**src/rtl/mem_arbiter.sv**
```systemverilog
// mem_arbiter: shares one SRAM memory controller between two requesters.
// One 8-bit access is accepted per cycle over REQ/GNT. Arbitration is
// round-robin, and a requester can hold a bus lock across an atomic sequence.
// Each accepted access is registered onto the controller command outputs.
// Read data returns to the requester that issued the read after a fixed latency.
//
// Parameters
//   RD_LAT    cycles from command on ADDR/CE/... to RDATA valid (1..6)
// Ports
//   CLK, RST                       clock, async active-high reset
//   Rn_REQ/WE/ADDR/WDATA/LOCK      requester n access request and fields
//   Rn_GNT                         combinational grant; transfer = REQ & GNT
//   Rn_RVALID/Rn_RDATA             one-cycle read strobe / held read data
//   ADDR, CE, CSB, WEB, OEB, IDATA registered controller command
//   RDATA                          read data from controller bank mux
module mem_arbiter #(
  parameter int unsigned RD_LAT = 2
) (
  input  logic        CLK,
  input  logic        RST,
  input  logic        R0_REQ,
  input  logic        R0_WE,
  input  logic [15:0] R0_ADDR,
  input  logic [7:0]  R0_WDATA,
  input  logic        R0_LOCK,
  output logic        R0_GNT,
  output logic        R0_RVALID,
  output logic [7:0]  R0_RDATA,
  input  logic        R1_REQ,
  input  logic        R1_WE,
  input  logic [15:0] R1_ADDR,
  input  logic [7:0]  R1_WDATA,
  input  logic        R1_LOCK,
  output logic        R1_GNT,
  output logic        R1_RVALID,
  output logic [7:0]  R1_RDATA,
  output logic [15:0] ADDR,
  output logic        CE,
  output logic        CSB,
  output logic        WEB,
  output logic        OEB,
  output logic [7:0]  IDATA,
  input  logic [7:0]  RDATA
);

  logic        prio_q;
  logic        lock_valid_q;
  logic        lock_owner_q;

  logic        gnt0, gnt1;
  logic        xfer, xid;
  logic        x_we, x_lock;
  logic [15:0] x_addr;
  logic [7:0]  x_wdata;

  // Read-tag pipeline: stage 0 lines up with the command cycle, stage RD_LAT
  // with the cycle in which RDATA is valid.
  logic [RD_LAT:0] tv_q, tv_d;
  logic [RD_LAT:0] tid_q, tid_d;

  logic [15:0] addr_q;
  logic        ce_q, csb_q, web_q, oeb_q;
  logic [7:0]  idata_q;
  logic        rvalid0_q, rvalid1_q;
  logic [7:0]  rdata0_q, rdata1_q;

  // Grants are forced low while reset is held so the outputs read as reset
  // values even with a request pending.
  always_comb begin
    gnt0 = 1'b0;
    gnt1 = 1'b0;
    if (!RST) begin
      if (lock_valid_q) begin
        gnt0 = R0_REQ & ~lock_owner_q;
        gnt1 = R1_REQ &  lock_owner_q;
      end else if (R0_REQ && R1_REQ) begin
        gnt0 = ~prio_q;
        gnt1 =  prio_q;
      end else begin
        gnt0 = R0_REQ;
        gnt1 = R1_REQ;
      end
    end
  end

  assign R0_GNT = gnt0;
  assign R1_GNT = gnt1;

  always_comb begin
    xfer    = (R0_REQ & gnt0) | (R1_REQ & gnt1);
    xid     = R1_REQ & gnt1;
    x_we    = xid ? R1_WE    : R0_WE;
    x_lock  = xid ? R1_LOCK  : R0_LOCK;
    x_addr  = xid ? R1_ADDR  : R0_ADDR;
    x_wdata = xid ? R1_WDATA : R0_WDATA;
    tv_d    = {tv_q[RD_LAT-1:0],  xfer & ~x_we};
    tid_d   = {tid_q[RD_LAT-1:0], xid};
  end

  always_ff @(posedge CLK or posedge RST) begin
    if (RST) begin
      prio_q       <= 1'b0;
      lock_valid_q <= 1'b0;
      lock_owner_q <= 1'b0;
      tv_q         <= '0;
      tid_q        <= '0;
      addr_q       <= '0;
      ce_q         <= 1'b0;
      csb_q        <= 1'b1;
      web_q        <= 1'b1;
      oeb_q        <= 1'b1;
      idata_q      <= '0;
      rvalid0_q    <= 1'b0;
      rvalid1_q    <= 1'b0;
      rdata0_q     <= '0;
      rdata1_q     <= '0;
    end else begin
      tv_q  <= tv_d;
      tid_q <= tid_d;
      if (xfer) begin
        prio_q       <= ~xid;
        // Only the owner can transfer while locked, so loading LOCK here
        // both takes and releases the lock.
        lock_valid_q <= x_lock;
        lock_owner_q <= xid;
        addr_q       <= x_addr;
        idata_q      <= x_wdata;
        ce_q         <= 1'b1;
        csb_q        <= 1'b0;
        web_q        <= ~x_we;
        oeb_q        <= x_we;
      end else begin
        ce_q  <= 1'b0;
        csb_q <= 1'b1;
        web_q <= 1'b1;
        oeb_q <= 1'b1;
      end
      rvalid0_q <= tv_q[RD_LAT] & ~tid_q[RD_LAT];
      rvalid1_q <= tv_q[RD_LAT] &  tid_q[RD_LAT];
      if (tv_q[RD_LAT] && !tid_q[RD_LAT]) rdata0_q <= RDATA;
      if (tv_q[RD_LAT] &&  tid_q[RD_LAT]) rdata1_q <= RDATA;
    end
  end

  assign ADDR      = addr_q;
  assign CE        = ce_q;
  assign CSB       = csb_q;
  assign WEB       = web_q;
  assign OEB       = oeb_q;
  assign IDATA     = idata_q;
  assign R0_RVALID = rvalid0_q;
  assign R1_RVALID = rvalid1_q;
  assign R0_RDATA  = rdata0_q;
  assign R1_RDATA  = rdata1_q;

endmodule

```
**config.mk**
```make
export PLATFORM = sky130hd
export DESIGN_NAME = mem_arbiter
export DESIGN_NICKNAME = d
export VERILOG_FILES = /design/src/rtl/mem_arbiter.sv
export SDC_FILE = /design/constraint.sdc
export NUM_CORES = 1
export LEC_CHECK = 0
export ABC_AREA = 1
export ABC_CLOCK_PERIOD_IN_PS = 2600
export CAP_MARGIN = 20
export CORE_MARGIN = 4
export CORE_UTILIZATION = 42
export DETAILED_ROUTE_END_ITERATION = 8
export GPL_TIMING_DRIVEN = 0
export HOLD_SLACK_MARGIN = 0.08
export MAX_ROUTING_LAYER = met4
export PLACE_DENSITY = 0.84
export SLEW_MARGIN = 20
export SYNTH_ARGS = -nofsm -noshare
export SYNTH_HDL_FRONTEND = slang
export SYNTH_SLANG_ARGS = --single-unit
```
**constraint.sdc**
```tcl
create_clock -name CLK -period 2.6 [get_ports CLK]
set_input_delay 0.52 -clock CLK [delete_from_list [all_inputs] [get_ports CLK]]
set_output_delay 0.52 -clock CLK [all_outputs]
set_load 0.01 [all_outputs]
```
==> impl_metrics.csv, run 1 <==
group,metric,value,unit
status,status,"finished, final reports clean",
detailed_routing,vias,2427,
clock_tree,cts_root_buf,"clkbuf_8",
critical_path,crit_fanout,10,
placement,place_congestion,0.822,
sta,slew_headroom,0.657,
clock_tree,clock_latency,0.30,ns
clock_tree,cts_tree,"built",
grt,grt_max_degree,29,
placement,io_buffers,111,
sta,fin_skew,0.00783,ns
layout,nNetsFinal,506,
critical_path,crit_path_end_kind,"output pin",
logic_synthesis,postSynthCellCount,321,
sta,tightest_slew,0.514,ns
detailed_routing,wirelength,6550,µm
sta,whs,0.193,ns
sta,rsz0062_at_grt,"no",
clock_tree,cts-buffers-inserted,5,
sta,finalHoldViolCount,0,
detailed_routing,drt_first_pass_iters,4,
critical_path,worstPathArrival,1.96,ns
layout,drive_gt1_frac,0.0813,
layout,areaGrowthSynthToFinish,53.4,%
clock_tree,clockBufferDepth,2,
layout,antenna_cells,0,
detailed_routing,drt_iter0_drc,118,
floorplanning,rows,28,
detailed_routing,wl_met1,2750,µm
detailed_routing,vias_per_cell,4.69,
worst_hold_path,hold_path_class,"in -> async",
floorplanning,core_area,5890,µm²
detailed_routing,top_layer,"met4",
sta,fin_crit,2.48,ns
logic_synthesis,ys_warn_count,0,
logic_synthesis,ys_seq_elements,55,
sta,setup_slack,0.116,ns
power_and_ir_drop,p_per_area,915,nW/µm²
detailed_routing,postRouteAntennaNets,0,
grt,grt_pass1_vias,2362,
logic_synthesis,ys_types,16,
grt,grt_pass1_wl,11100,µm
logic_synthesis,syn_nets,385,
critical_path,critPathLaunchType,"input port",
logic_synthesis,synth.area.top_cells,"dfrtp_1 (51%), nand2_1 (15%), nand3_1 (10%), inv_1 (9.8%), o21ai_0 (3.4%)",
logic_synthesis,syn_area,2530,µm²
floorplanning,ios,112,
logic_synthesis,avgSynthCellArea,7.89,µm²
critical_path,worst-endpoint-required,2.08,ns
sta,fmax,403,MHz
detailed_routing,drc,0,
placement,hpwl,4870,µm
job,maxCapViolCount,0,
grt,grt.overflow.total,0,
floorplanning,die_area,7340,µm²
sta,slew_viol_final,0,
detailed_routing,wl_met2,3370,µm
floorplanning,die_x,85.7,µm
critical_path,worstSetupPathType,"in -> out",
grt,track_usage,0.192,
floorplanning,die_height,85.7,µm
sta,fin_crit_sh,0.955,
placement,pre_cts_ws,-0.852,ns
clock_tree,htreeDepth,2,
power_and_ir_drop,p_leak,2.07,nW
sta,setup_viol,0,
logic_synthesis,synth_area_leader_cell,"dfrtp_1",
logic_synthesis,synth_top_area_frac,0.514,
power_and_ir_drop,vdd_drop_max,0.427,mV
logic_synthesis,seq_area_frac_synth,0.545,
clock_tree,clkSinkCount,55,
grt,antenna_found_initial,0,
floorplanning,initial_core_util,0.430,
clock_tree,clkTransAtPathRegs,0.10,ns
detailed_routing,wl_met3,386,µm
detailed_routing,wl_per_cell,12.6,µm
## power breakdown
part | switching, W | internal, W | total, W
logic | 0.000760 | 0.000895 | 0.00165
registers | 0.000201 | 0.00123 | 0.00143
clock network | 0.000278 | 0.000193 | 0.000471
## worst max-delay path, stage by stage
cell and delay [ns]:
clkdlybuf4s50_1 0.49, nand2_1 0.06, inv_1 0.09, nand2_4 0.09, nand2_2 0.11, buf_6 0.15
buf_6 0.14, inv_1 0.04, dlygate4sd2_1 0.27
## sequential cells by signal (all words and copies together), names as in the netlist
name and count:
R1_RVALID 1, CSB 1, lock_valid_q 1, tid_q 3, WEB 1, OEB 1, R0_RVALID 1, R0_RDATA 8
CE 1, R1_RDATA 8, ADDR 16, IDATA 8, prio_q 1, tv_q 3, lock_owner_q 1
## synthesized netlist by cell type (all sizes together)
library cell / count
inv: 71
nand3: 51
nand2: 106
dfstp: 3
dfrtp: 52
o21ai: 17
buf: 11
nor2: 7
clkbuf: 3
## logic make-up (layout without fill, tap and decap cells)
family / after synthesis / in the layout / share of synthesized area
and+or+nand+nor: 164 / 164 / 0.276
AOI/OAI and AO/OA: 17 / 17 / 0.0336
buffers and inverters: 85 / 207 / 0.145
DFF: 55 / 55 / 0.545
## cells in the final DEF, fill, tap and decap left out, types with 2 or more instances in the layout
cell type	instances
buf_2	4
buf_4	3
buf_6	5
clkbuf_1	3
clkbuf_8	5
clkdlybuf4s50_1	108
clkinv_4	2
dfrtp_1	52
dfstp_2	3
inv_1	66
inv_2	4
inv_6	2
nand2_1	102
nand2_2	3
nand3_1	51
nor2_1	5
o21ai_0	17
## through the flow
step	setup TNS [ns]	cells	utilization	power (W)	area (µm²)
global placement	-11.25	507	0.635	0.00305	3740
CTS	0	518	0.659	0.00360	3880
floorplan	0	321	-	0.00215	2530
global route	0	518	0.660	0.00382	3880
detailed placement	-3.17	507	0.635	0.00310	3740
finish	0	518	0.660	0.00355	3880
## cell type report
cell class | instances | area, µm²
Inverter | 71 | 293
Clock buffer | 5 | 68.8
Timing Repair inverter | 2 | 17.5
Timing Repair Buffer | 112 | 1110
Clock inverter | 3 | 25.0
Buffer | 14 | 101
Fill cell | 513 | 2000
Tap cell | 75 | 93.8
Sequential cell | 55 | 1380
Multi-Input combinational cell | 181 | 790
## path summary, 6_finish.rpt
kind	start	to	slack [ns]	depth (start not counted)
min in group CLK	tv_q[0]	tv_q[1]	0.35	0
max in group asynchronous	RST	CSB	2.08	2
min reg2reg	tv_q[0]	tv_q[1]	0.35	0
min	RST	tid_q[1]	0.19	2
max reg2reg	lock_valid_q	ADDR[8]	0.95	8
max	R0_REQ	R1_GNT	0.12	9
## what timing repair did
action,4_1_cts,5_1_grt
gates cloned,2,0
resized for setup,11,1
hold buffers,0,0
pin swaps,2,0
endpoints found under the setup margin,1,1
buffers inserted,1,0
## metal layers
| metal | vias up | GRT usage |
|---|---|---|
| li1 | 1197 | - |
| met1 | 1147 | 0.242 |
| met2 | 78 | 0.328 |
| met3 | 5 | 0.0355 |
| met4 | 0 | 0.0302 |
| met5 | - | - |
No activity file was read; power rests on OpenSTA's default activity.
==> inputs of run 2 (changes only) <==
- CAP_MARGIN: 20 -> default
- CORE_MARGIN: 4 -> default
- SKIP_LAST_GASP: default -> 1
==> impl_metrics.csv, run 2 (same netlist as run 1, synthesis figures left out) <==
group,metric,value,unit
placement,dp.cells,504,
critical_path,r2r-start,"lock_valid_q",
layout,largest_register_ffs,16,
status,status,"finished, final reports clean",
sta,fin_crit_sh,0.950,
placement,io_buffers,111,
layout,layout_common_cells,"clkdlybuf4s50_1 (108), nand2_1 (102), inv_1 (66)",
clock_tree,cts_tree,"built",
sta,slew_viol_final,0,
layout,antenna_cells,0,
placement,dpl-instance-area,3740,µm²
layout,nNetsFinal,506,
clock_tree,clockBufferDepth,2,
detailed_routing,postRouteAntennaNets,0,
sta,fmax,405,MHz
placement,hpwl,4600,µm
grt,grt_pass1_wl,10600,µm
clock_tree,clkSinkCount,55,
clock_tree,clock_latency,0.31,ns
critical_path,critPathLaunch,"R0_REQ",
power_and_ir_drop,switching_share,0.350,
power_and_ir_drop,internal-power,0.00232,W
layout,fin_cells,515,
power_and_ir_drop,power.total,0.00357,W
critical_path,crit_fanout,10,
power_and_ir_drop,seqPwrFrac,0.399,
sta,fin_skew,0.00742,ns
critical_path,critPathLaunchType,"input port",
power_and_ir_drop,switching_power,0.00125,W
layout,final_common_cell,"clkdlybuf4s50_1",
critical_path,max_stage_delay,0.47,ns
layout,final_area,3880,µm²
clock_tree,cts_root_buf,"clkbuf_8",
clock_tree,cts-buffers-inserted,5,
clock_tree,clkTransAtPathRegs,0.10,ns
floorplanning,core_area,5640,µm²
sta,fin_crit,2.47,ns
detailed_routing,wl_per_cell,12.5,µm
clock_tree,ctsHoldBuffers,0,
sta,tightest_slew,0.500,ns
layout,nFillCells,460,
power_and_ir_drop,clkPwrFrac,0.136,
detailed_routing,vias_per_cell,4.68,
grt,grt.overflow.total,0,
detailed_routing,drc,0,
worst_hold_path,hold_path_class,"in -> async",
detailed_routing,drt_iter0_drc,134,
layout,drive_gt1_frac,0.0813,
power_and_ir_drop,combPwrFrac,0.465,
power_and_ir_drop,p_leak,2.08,nW
floorplanning,rows,27,
clock_tree,htreeDepth,2,
layout,areaGrowthSynthToFinish,53.2,%
floorplanning,ios,112,
grt,track_usage,0.222,
critical_path,worst-endpoint-required,2.08,ns
placement,place_congestion,0.861,
sta,rsz0062_at_grt,"no",
job,maxCapViolCount,0,
power_and_ir_drop,vdd_drop_max,0.447,mV
critical_path,crit_chain,"clkdlybuf4s50_1 > nand2_1 > inv_1 > nand2_4 > nand2_2 > buf_6 > buf_6 > inv_1 > dlygate4sd2_1",
floorplanning,initial_core_util,0.449,
sta,tns,0,ns
power_and_ir_drop,p_per_area,919,nW/µm²
critical_path,cp_slowest_cell,"clkdlybuf4s50_1",
critical_path,worstPathArrival,1.95,ns
floorplanning,die_area,6340,µm²
detailed_routing,wirelength,6430,µm
detailed_routing,drt_first_pass_iters,4,
floorplanning,die_height,79.7,µm
detailed_routing,vias,2412,
grt,antenna_found_initial,0,
floorplanning,die_x,79.7,µm
critical_path,r2r_cells,8,
grt,grt_pass1_vias,2357,
grt,grt_max_degree,29,
critical_path,worstSetupPathType,"in -> out",
sta,setup_viol,0,
critical_path,crit_path_end_kind,"output pin",
sta,finalHoldViolCount,0,
sta,slew_headroom,0.667,
sta,whs,0.187,ns
-- run 2: cell count changes in the layout (fill, tap and decap cells not counted) --
cell,delta
clkinv_4,-2
clkinv_2,+1
inv_8,+1
-- run 2: final cells by class --
class,count,area [µm²],share of cell area
multi-input cells,181,790,0.204
clock buffers,5,68.8,0.0177
plain buffers,14,101,0.0261
flip-flops and latches,55,1380,0.356
clock inverters,3,23.8,0.00613
inverters,71,293,0.0755
repair inverters,2,17.5,0.00452
well taps,72,90.1,0.0232
repair buffers,112,1110,0.287
-- run 2: routing by layer --
metal / vias up / wire length, µm / track usage
li1: 1204 / - / -
met2: 83 / 3220 / 0.381
met4: 0 / 104 / 0.0636
met1: 1113 / 2770 / 0.267
met5: - / 0 / -
met3: 12 / 333 / 0.0389
-- run 2: power groups by stage --
stage / Sequential [W] / Clock, W / Combinational (W)
after global routing: 0.00146 / 0.000530 / 0.00182
after global placement: 0.00143 / 0 / 0.00161
after floorplan: 0.00158 / 0 / 0.000565
after CTS: 0.00142 / 0.000500 / 0.00167
final: 0.00142 / 0.000486 / 0.00166
after detailed placement: 0.00144 / 0 / 0.00165
-- run 2: worst paths after layout --
path,endpoint,slack [ns]
worst max-delay path,R1_GNT,0.13
worst min-delay path,CE,0.19
worst max register to register,ADDR[10],1.00
worst min register to register,tid_q[1],0.36
max in group asynchronous,CSB,2.10
min in group CLK,tid_q[1],0.36
-- run 2: what timing repair did --
item                       in CTS  in global routing
setup endpoints to repair       1                  1
setup buffers                   1                  0
pin swaps                       2                  0
gates cloned                    2                  0
resized for setup              11                  1
-- run 2: critical path: cells and delay by family --
family	cells	cell delay, ns
simple gates	3	0.25
buf+inv	6	1.17
-- run 2: through the flow --
step / util / worst slack (ns)
final: 0.688 / 0.129
after global routing: 0.688 / 0.0405
after CTS: 0.687 / 0.0771
after detailed placement: 0.662 / -0.853
after global placement: 0.662 / -1.13
after floorplan: - / 0.147
